<file path="src/rtl/axis_dwidth_bridge_if.sv">
// AXI-Stream bundle used on both sides of the width bridge.
// BYTES sets the tdata/tkeep width of one side.
interface axis_dwidth_bridge_if #(
  parameter int BYTES = 4
);
  logic [8*BYTES-1:0] tdata;
  logic [BYTES-1:0]   tkeep;
  logic               tlast;
  logic               tvalid;
  logic               tready;

  modport master (
    output tdata, tkeep, tlast, tvalid,
    input  tready
  );

  modport slave (
    input  tdata, tkeep, tlast, tvalid,
    output tready
  );
endinterface

</file>
<file path="src/rtl/axis_dwidth_bridge.sv">
// AXI-Stream width converter: integer-ratio upsize, downsize,
// or a single register slice when both widths match.
module axis_dwidth_bridge #(
  parameter int S_BYTES = 4,
  parameter int M_BYTES = 8
) (
  input  logic                 clk,
  input  logic                 reset,
  axis_dwidth_bridge_if.slave  s_axis,
  axis_dwidth_bridge_if.master m_axis
);
  localparam int MAXB = (S_BYTES > M_BYTES) ? S_BYTES : M_BYTES;
  localparam int MINB = (S_BYTES > M_BYTES) ? M_BYTES : S_BYTES;
  localparam int MIND = (MINB < 1) ? 1 : MINB;
  localparam int R    = MAXB / MIND;
  localparam int IW   = (R > 1) ? $clog2(R) : 1;
  localparam logic [IW-1:0] LAST = IW'(R - 1);

  if (MINB < 1 || (MAXB % MIND) != 0) begin : g_bad
    $error("axis_dwidth_bridge: widths %0d/%0d not an integer ratio",
           S_BYTES, M_BYTES);
  end

  if (M_BYTES >= S_BYTES) begin : g_up
    localparam int SW = 8 * S_BYTES;

    logic [8*M_BYTES-1:0] data_q, data_d;
    logic [M_BYTES-1:0]   keep_q, keep_d;
    logic                 last_q, last_d;
    logic                 valid_q, valid_d;
    logic [IW-1:0]        idx_q, idx_d;
    logic                 s_fire;

    assign s_axis.tready = !valid_q || m_axis.tready;
    assign s_fire = s_axis.tvalid && s_axis.tready;

    always_comb begin
      data_d  = data_q;
      keep_d  = keep_q;
      last_d  = last_q;
      valid_d = valid_q;
      idx_d   = idx_q;
      if (valid_q && m_axis.tready) begin
        valid_d = 1'b0;
      end
      if (s_fire) begin
        // a fresh beat starts clean so early tlast leaves empty lanes
        if (idx_q == '0) begin
          data_d = '0;
          keep_d = '0;
        end
        data_d[idx_q*SW +: SW]           = s_axis.tdata;
        keep_d[idx_q*S_BYTES +: S_BYTES] = s_axis.tkeep;
        if (idx_q == LAST || s_axis.tlast) begin
          valid_d = 1'b1;
          last_d  = s_axis.tlast;
          idx_d   = '0;
        end else begin
          idx_d = idx_q + 1'b1;
        end
      end
    end

    always_ff @(posedge clk or posedge reset) begin
      if (reset) begin
        data_q  <= '0;
        keep_q  <= '0;
        last_q  <= 1'b0;
        valid_q <= 1'b0;
        idx_q   <= '0;
      end else begin
        data_q  <= data_d;
        keep_q  <= keep_d;
        last_q  <= last_d;
        valid_q <= valid_d;
        idx_q   <= idx_d;
      end
    end

    assign m_axis.tdata  = data_q;
    assign m_axis.tkeep  = keep_q;
    assign m_axis.tlast  = last_q;
    assign m_axis.tvalid = valid_q;
  end else begin : g_dn
    localparam int MW = 8 * M_BYTES;

    logic [8*S_BYTES-1:0] hdata_q, hdata_d;
    logic [S_BYTES-1:0]   hkeep_q, hkeep_d;
    logic                 hlast_q, hlast_d;
    logic                 held_q, held_d;
    logic [IW-1:0]        idx_q, idx_d;
    logic [IW-1:0]        top;
    logic                 at_top;
    logic                 s_fire;

    // highest lane carrying any byte; trailing empty lanes are skipped
    always_comb begin
      top = '0;
      for (int i = 0; i < R; i++) begin
        if (|hkeep_q[i*M_BYTES +: M_BYTES]) top = IW'(i);
      end
    end

    assign at_top = (idx_q == top);
    assign s_axis.tready = !held_q || (m_axis.tready && at_top);
    assign s_fire = s_axis.tvalid && s_axis.tready;

    always_comb begin
      hdata_d = hdata_q;
      hkeep_d = hkeep_q;
      hlast_d = hlast_q;
      held_d  = held_q;
      idx_d   = idx_q;
      if (held_q && m_axis.tready) begin
        if (at_top) begin
          held_d = 1'b0;
          idx_d  = '0;
        end else begin
          idx_d = idx_q + 1'b1;
        end
      end
      if (s_fire) begin
        hdata_d = s_axis.tdata;
        hkeep_d = s_axis.tkeep;
        hlast_d = s_axis.tlast;
        held_d  = 1'b1;
        idx_d   = '0;
      end
    end

    always_ff @(posedge clk or posedge reset) begin
      if (reset) begin
        hdata_q <= '0;
        hkeep_q <= '0;
        hlast_q <= 1'b0;
        held_q  <= 1'b0;
        idx_q   <= '0;
      end else begin
        hdata_q <= hdata_d;
        hkeep_q <= hkeep_d;
        hlast_q <= hlast_d;
        held_q  <= held_d;
        idx_q   <= idx_d;
      end
    end

    assign m_axis.tdata  = hdata_q[idx_q*MW +: MW];
    assign m_axis.tkeep  = hkeep_q[idx_q*M_BYTES +: M_BYTES];
    assign m_axis.tlast  = hlast_q && at_top;
    assign m_axis.tvalid = held_q;
  end
endmodule

</file>
<file path="src/flat_wrapper.sv">
// flat-port wrapper written by rule: the top's interface ports become plain ports
module axis_dwidth_bridge_flat 
#(
  parameter int S_BYTES = 4,
  parameter int M_BYTES = 8
)
  (clk, reset, s_axis_tdata, s_axis_tkeep, s_axis_tlast, s_axis_tvalid, s_axis_tready, m_axis_tdata, m_axis_tkeep, m_axis_tlast, m_axis_tvalid, m_axis_tready);
  axis_dwidth_bridge_if #(.BYTES(4)) s_axis_i ();
  axis_dwidth_bridge_if #(.BYTES(8)) m_axis_i ();
  input  logic clk;
  input  logic reset;
  input wire logic [$bits(s_axis_i.tdata)-1:0] s_axis_tdata;
  input wire logic [$bits(s_axis_i.tkeep)-1:0] s_axis_tkeep;
  input wire logic [$bits(s_axis_i.tlast)-1:0] s_axis_tlast;
  input wire logic [$bits(s_axis_i.tvalid)-1:0] s_axis_tvalid;
  output wire logic [$bits(s_axis_i.tready)-1:0] s_axis_tready;
  output wire logic [$bits(m_axis_i.tdata)-1:0] m_axis_tdata;
  output wire logic [$bits(m_axis_i.tkeep)-1:0] m_axis_tkeep;
  output wire logic [$bits(m_axis_i.tlast)-1:0] m_axis_tlast;
  output wire logic [$bits(m_axis_i.tvalid)-1:0] m_axis_tvalid;
  input wire logic [$bits(m_axis_i.tready)-1:0] m_axis_tready;
  assign s_axis_i.tdata = s_axis_tdata;
  assign s_axis_i.tkeep = s_axis_tkeep;
  assign s_axis_i.tlast = s_axis_tlast;
  assign s_axis_i.tvalid = s_axis_tvalid;
  assign s_axis_tready = s_axis_i.tready;
  assign m_axis_tdata = m_axis_i.tdata;
  assign m_axis_tkeep = m_axis_i.tkeep;
  assign m_axis_tlast = m_axis_i.tlast;
  assign m_axis_tvalid = m_axis_i.tvalid;
  assign m_axis_i.tready = m_axis_tready;
  axis_dwidth_bridge #(.S_BYTES(S_BYTES), .M_BYTES(M_BYTES)) u_core (.clk(clk), .reset(reset), .s_axis(s_axis_i), .m_axis(m_axis_i));
endmodule
</file>
<file path="config.mk">
export PLATFORM = sky130hd
export DESIGN_NAME = axis_dwidth_bridge_flat
export DESIGN_NICKNAME = d
export VERILOG_FILES = /design/src/rtl/axis_dwidth_bridge_if.sv /design/src/rtl/axis_dwidth_bridge.sv /design/src/flat_wrapper.sv
export SDC_FILE = /design/constraint.sdc
export NUM_CORES = 1
export LEC_CHECK = 0
export ABC_AREA = 0
export CORE_AREA = 2 2 92 94
export CTS_CLUSTER_SIZE = 20
export DETAILED_ROUTE_END_ITERATION = 16
export DIE_AREA = 0 0 94 96
export PLACE_DENSITY = 0.76
export SETUP_SLACK_MARGIN = 0.4
export SYNTH_ARGS = -nofsm -noshare
export SYNTH_HDL_FRONTEND = slang
export SYNTH_SLANG_ARGS = --single-unit
export TNS_END_PERCENT = 100
</file>
<file path="constraint.sdc">
create_clock -name clk -period 3 [get_ports clk]
set_input_delay 0.3 -clock clk [delete_from_list [all_inputs] [get_ports clk]]
set_output_delay 0.3 -clock clk [all_outputs]
set_load 0.005 [all_outputs]
</file>
==> results by group <==
Critical path
  • FF-to-FF Start: u_core.m_axis.tvalid
  • Crit path DAT: 1.86 ns
  • Reg2Reg Depth: 5
  • R2r setup slk: 1.00 ns
  • FF-to-FF End: u_core.m_axis.tkeep[7]
  • Critical Path End Type: output port
  • Critical path class: primary input to output port
  • Most used cell, CP: clkdlybuf4s50_1
  • Family with the most delay on the worst path: buffers and inverters
  • Startpoint Class: primary input
  • Critical path peak fanout: 17
  • Critical path's largest stage delay: approximately 0.51 ns
  • Crit path buf inv count: 3
  • Critical path's slowest cell: nor2b_2
  • Worst path cell trace: clkdlybuf4s50_1 -> nor2b_2 -> inv_2 -> clkdlybuf4s50_1
  • CP Data Required Time: approximately 2.7 ns

Cells and area
  • Final Cell Area: 4350 µm²
  • N_diodes: 0
  • Finished Layout Cells: 471
  • Syn-to-layout area delta: 47.7%
  • Fin util: 54.0%
  • NumNets Final: between 400 and 500
  • Fillers: 730
  • Layout cells sized above 1: between 10% and 20%

STA
  • Final Hold Viols: 0
  • Worst-margin pin slew: 0.615 ns
  • Hold Slack: approximately 0.20 ns
  • Max-slew violation count: 0
  • FMAX: 464 MHz
  • RSZ-0062 raised after global routing: no
  • Slew Limit Headroom: 58.8%
  • Setup TNS: 0 ns
  • Period utilization: 71.9%
  • Post-route setup slack: 0.844 ns
  • Clock period minus worst slack: 2.16 ns
  • Final setup vio count: 0
  • Worst clock skew: between 0.007 and 0.008 ns

Synthesis
  • Most numerous cell in the Yosys netlist: dfrtp_1
  • Netlist cell types: 15
  • Synth Warn #: 0
  • Post-synth top area cell: dfrtp_1
  • Syn_nets: 289
  • Synth cell count leaders: dfrtp_1 (75), o21ai_0 (73), nand2_1 (37)
  • Syn Area/Cell: 11.9 µm²
  • Seq cells post-synth: 75
  • Synthesized cell area: 2940 µm²
  • Post-synth EDFFs: 0
  • Syn Inst Count: 248
  • Register area share after synthesis: 63.8%
  • Top area cells in the synthesized netlist: dfrtp_1 (64%), mux2_2 (14%), o21ai_0 (12%), nand2_1 (4.7%), clkbuf_1 (1.7%)
  • Top-area cell type share of the netlist area: ~64%
  • Post-synth top flop: dfrtp_1
  • Async set or reset register ratio after synthesis: 100%

Pwr
  • Leak: approximately 1.8 nW
  • Peak VDD IR: 0.000345 V
  • Clock Power Share: 20.3%
  • Seq pwr share: 45.6%
  • P_sw: 0.841 mW
  • Cell-internal power: ~2.2 mW
  • Combinational share of power: 34.1%
  • PD cells: 710 nW/µm²
  • Switching Share: 27.2%
  • Total power draw: between 3 and 4 mW

Global routing
  • Largest net degree at the start of global routing: 66
  • Initial antenna violation count: 0
  • Total congestion overflow: 0
  • Global-route wire length before repair: 11.2 mm
  • Vias in the first global route: about 2300
  • Global Route Usage Sum: 16.2%

Floorplan
  • Core area: 8050 µm²
  • Chip Width: 94 µm
  • Die footprint: 9020 µm²
  • DIE HEIGHT: 96 µm
  • Boundary Pins: 116
  • Effective utilization at floorplan: 36.6%
  • Site row count: 33

Drt
  • Via count: 2318
  • Starting DRC count in detailed routing: 75
  • Routed vias/inst: 4.92
  • Antenna Nets Post-Route: 0
  • Post-Route WL: 7.13 mm
  • DR WL/cell: ~15 µm
  • DR pass1 iterations: 4
  • Drt drc: 0

Placement
  • Buffers added on ports: 115
  • Post-DP Area: between 4000 and 5000 µm²
  • Post-placement cell count: between 400 and 500
  • Placer Congestion: 0.697
  • Pre-CTS setup slack: 0.591 ns
  • Final HPWL DP: 5.01 mm

Clock network
  • CTS Buf Count: 9
  • CTS clk-pin slew, worst paths: roughly 0.070 ns
  • Bufs on Longest Clock Path: 2
  • CTS root buffer: clkbuf_8
  • CTS tree: built
  • H-tree Lvls: 3
  • Hold Buf Count CTS: 0
  • Num Clock Sinks: 75
  • CTS resizes: 0
  • Post-CTS setup buffers: 0
  • Clk Latency, worst-skew pair: 0.34 ns

Status
  • Run status: finished, final reports clean

Min path
  • Hold crit path type: primary input to async pin

Run
  • Max_cap viols: 0
[cell usage in the layout (no fill, tap or decap)]
cell               n
a32o_1             1
buf_12             1
buf_4              6
clkbuf_1           1
clkbuf_8           9
clkdlybuf4s50_1  115
clkinv_2           4
dfrtp_1           75
inv_1              1
inv_2              2
mux2_1             1
mux2_2            36
nand2_1           37
nand3_1            1
nor2_1             1
nor2b_2            1
nor3_4             1
o21ai_0           73
[layout make-up]
cell class,instances,area (µm²),share of cell area (%)
Inverter,3,11.3,0.259
Clock buffer,10,128,2.94
Clock inverter,4,20.0,0.460
Timing Repair Buffer,122,1220,28.0
Sequential cell,75,1880,43.2
Tap cell,105,131,3.02
Multi-Input combinational cell,152,965,22.2
[metal layers]
metal	vias up	GRT usage, %	routed length [µm]
met5	-	0	0
met4	0	7.37	152
met3	12	4.54	557
met2	87	25.9	3500
met1	1141	20.5	2930
li1	1078	-	-
[sequential cells by signal (all words and copies together) (netlist names)]
name                  flops
u_core.g_up.idx_q         1
u_core.m_axis.tdata      64
u_core.m_axis.tkeep       8
u_core.m_axis.tlast       1
u_core.m_axis.tvalid      1
[kinds of logic after synthesis]
family / after synthesis / share of synthesized area (%)
and+or+nand+nor: 41 / 5.78
muxes: 37 / 14.2
DFF: 75 / 63.8
buffers and inverters: 21 / 3.53
AOI/OAI and AO/OA: 74 / 12.8
[power groups by stage]
stage                     clock, mW  combinational [mW]  sequential, mW
final                         0.627                1.05            1.41
after global routing          0.695                1.15            1.44
after CTS                     0.654                1.08            1.41
after detailed placement          0                1.07            1.43
after global placement            0                1.05            1.42
after floorplan                   0               0.362            1.44
[worst max-delay path by stage]
stage	startpoint	to	slack, ns	cells after the start
final	m_axis_tready	s_axis_tready	0.84	4
after global routing	u_core.m_axis.tvalid	s_axis_tready	0.67	3
after CTS	u_core.m_axis.tvalid	s_axis_tready	0.81	3
after detailed placement	m_axis_tready	u_core.m_axis.tdata[39]	0.59	6
after global placement	m_axis_tready	u_core.m_axis.tdata[41]	0.65	6
after floorplan	reset	u_core.g_up.idx_q	0.79	1
(Power assumes the default switching activity.)
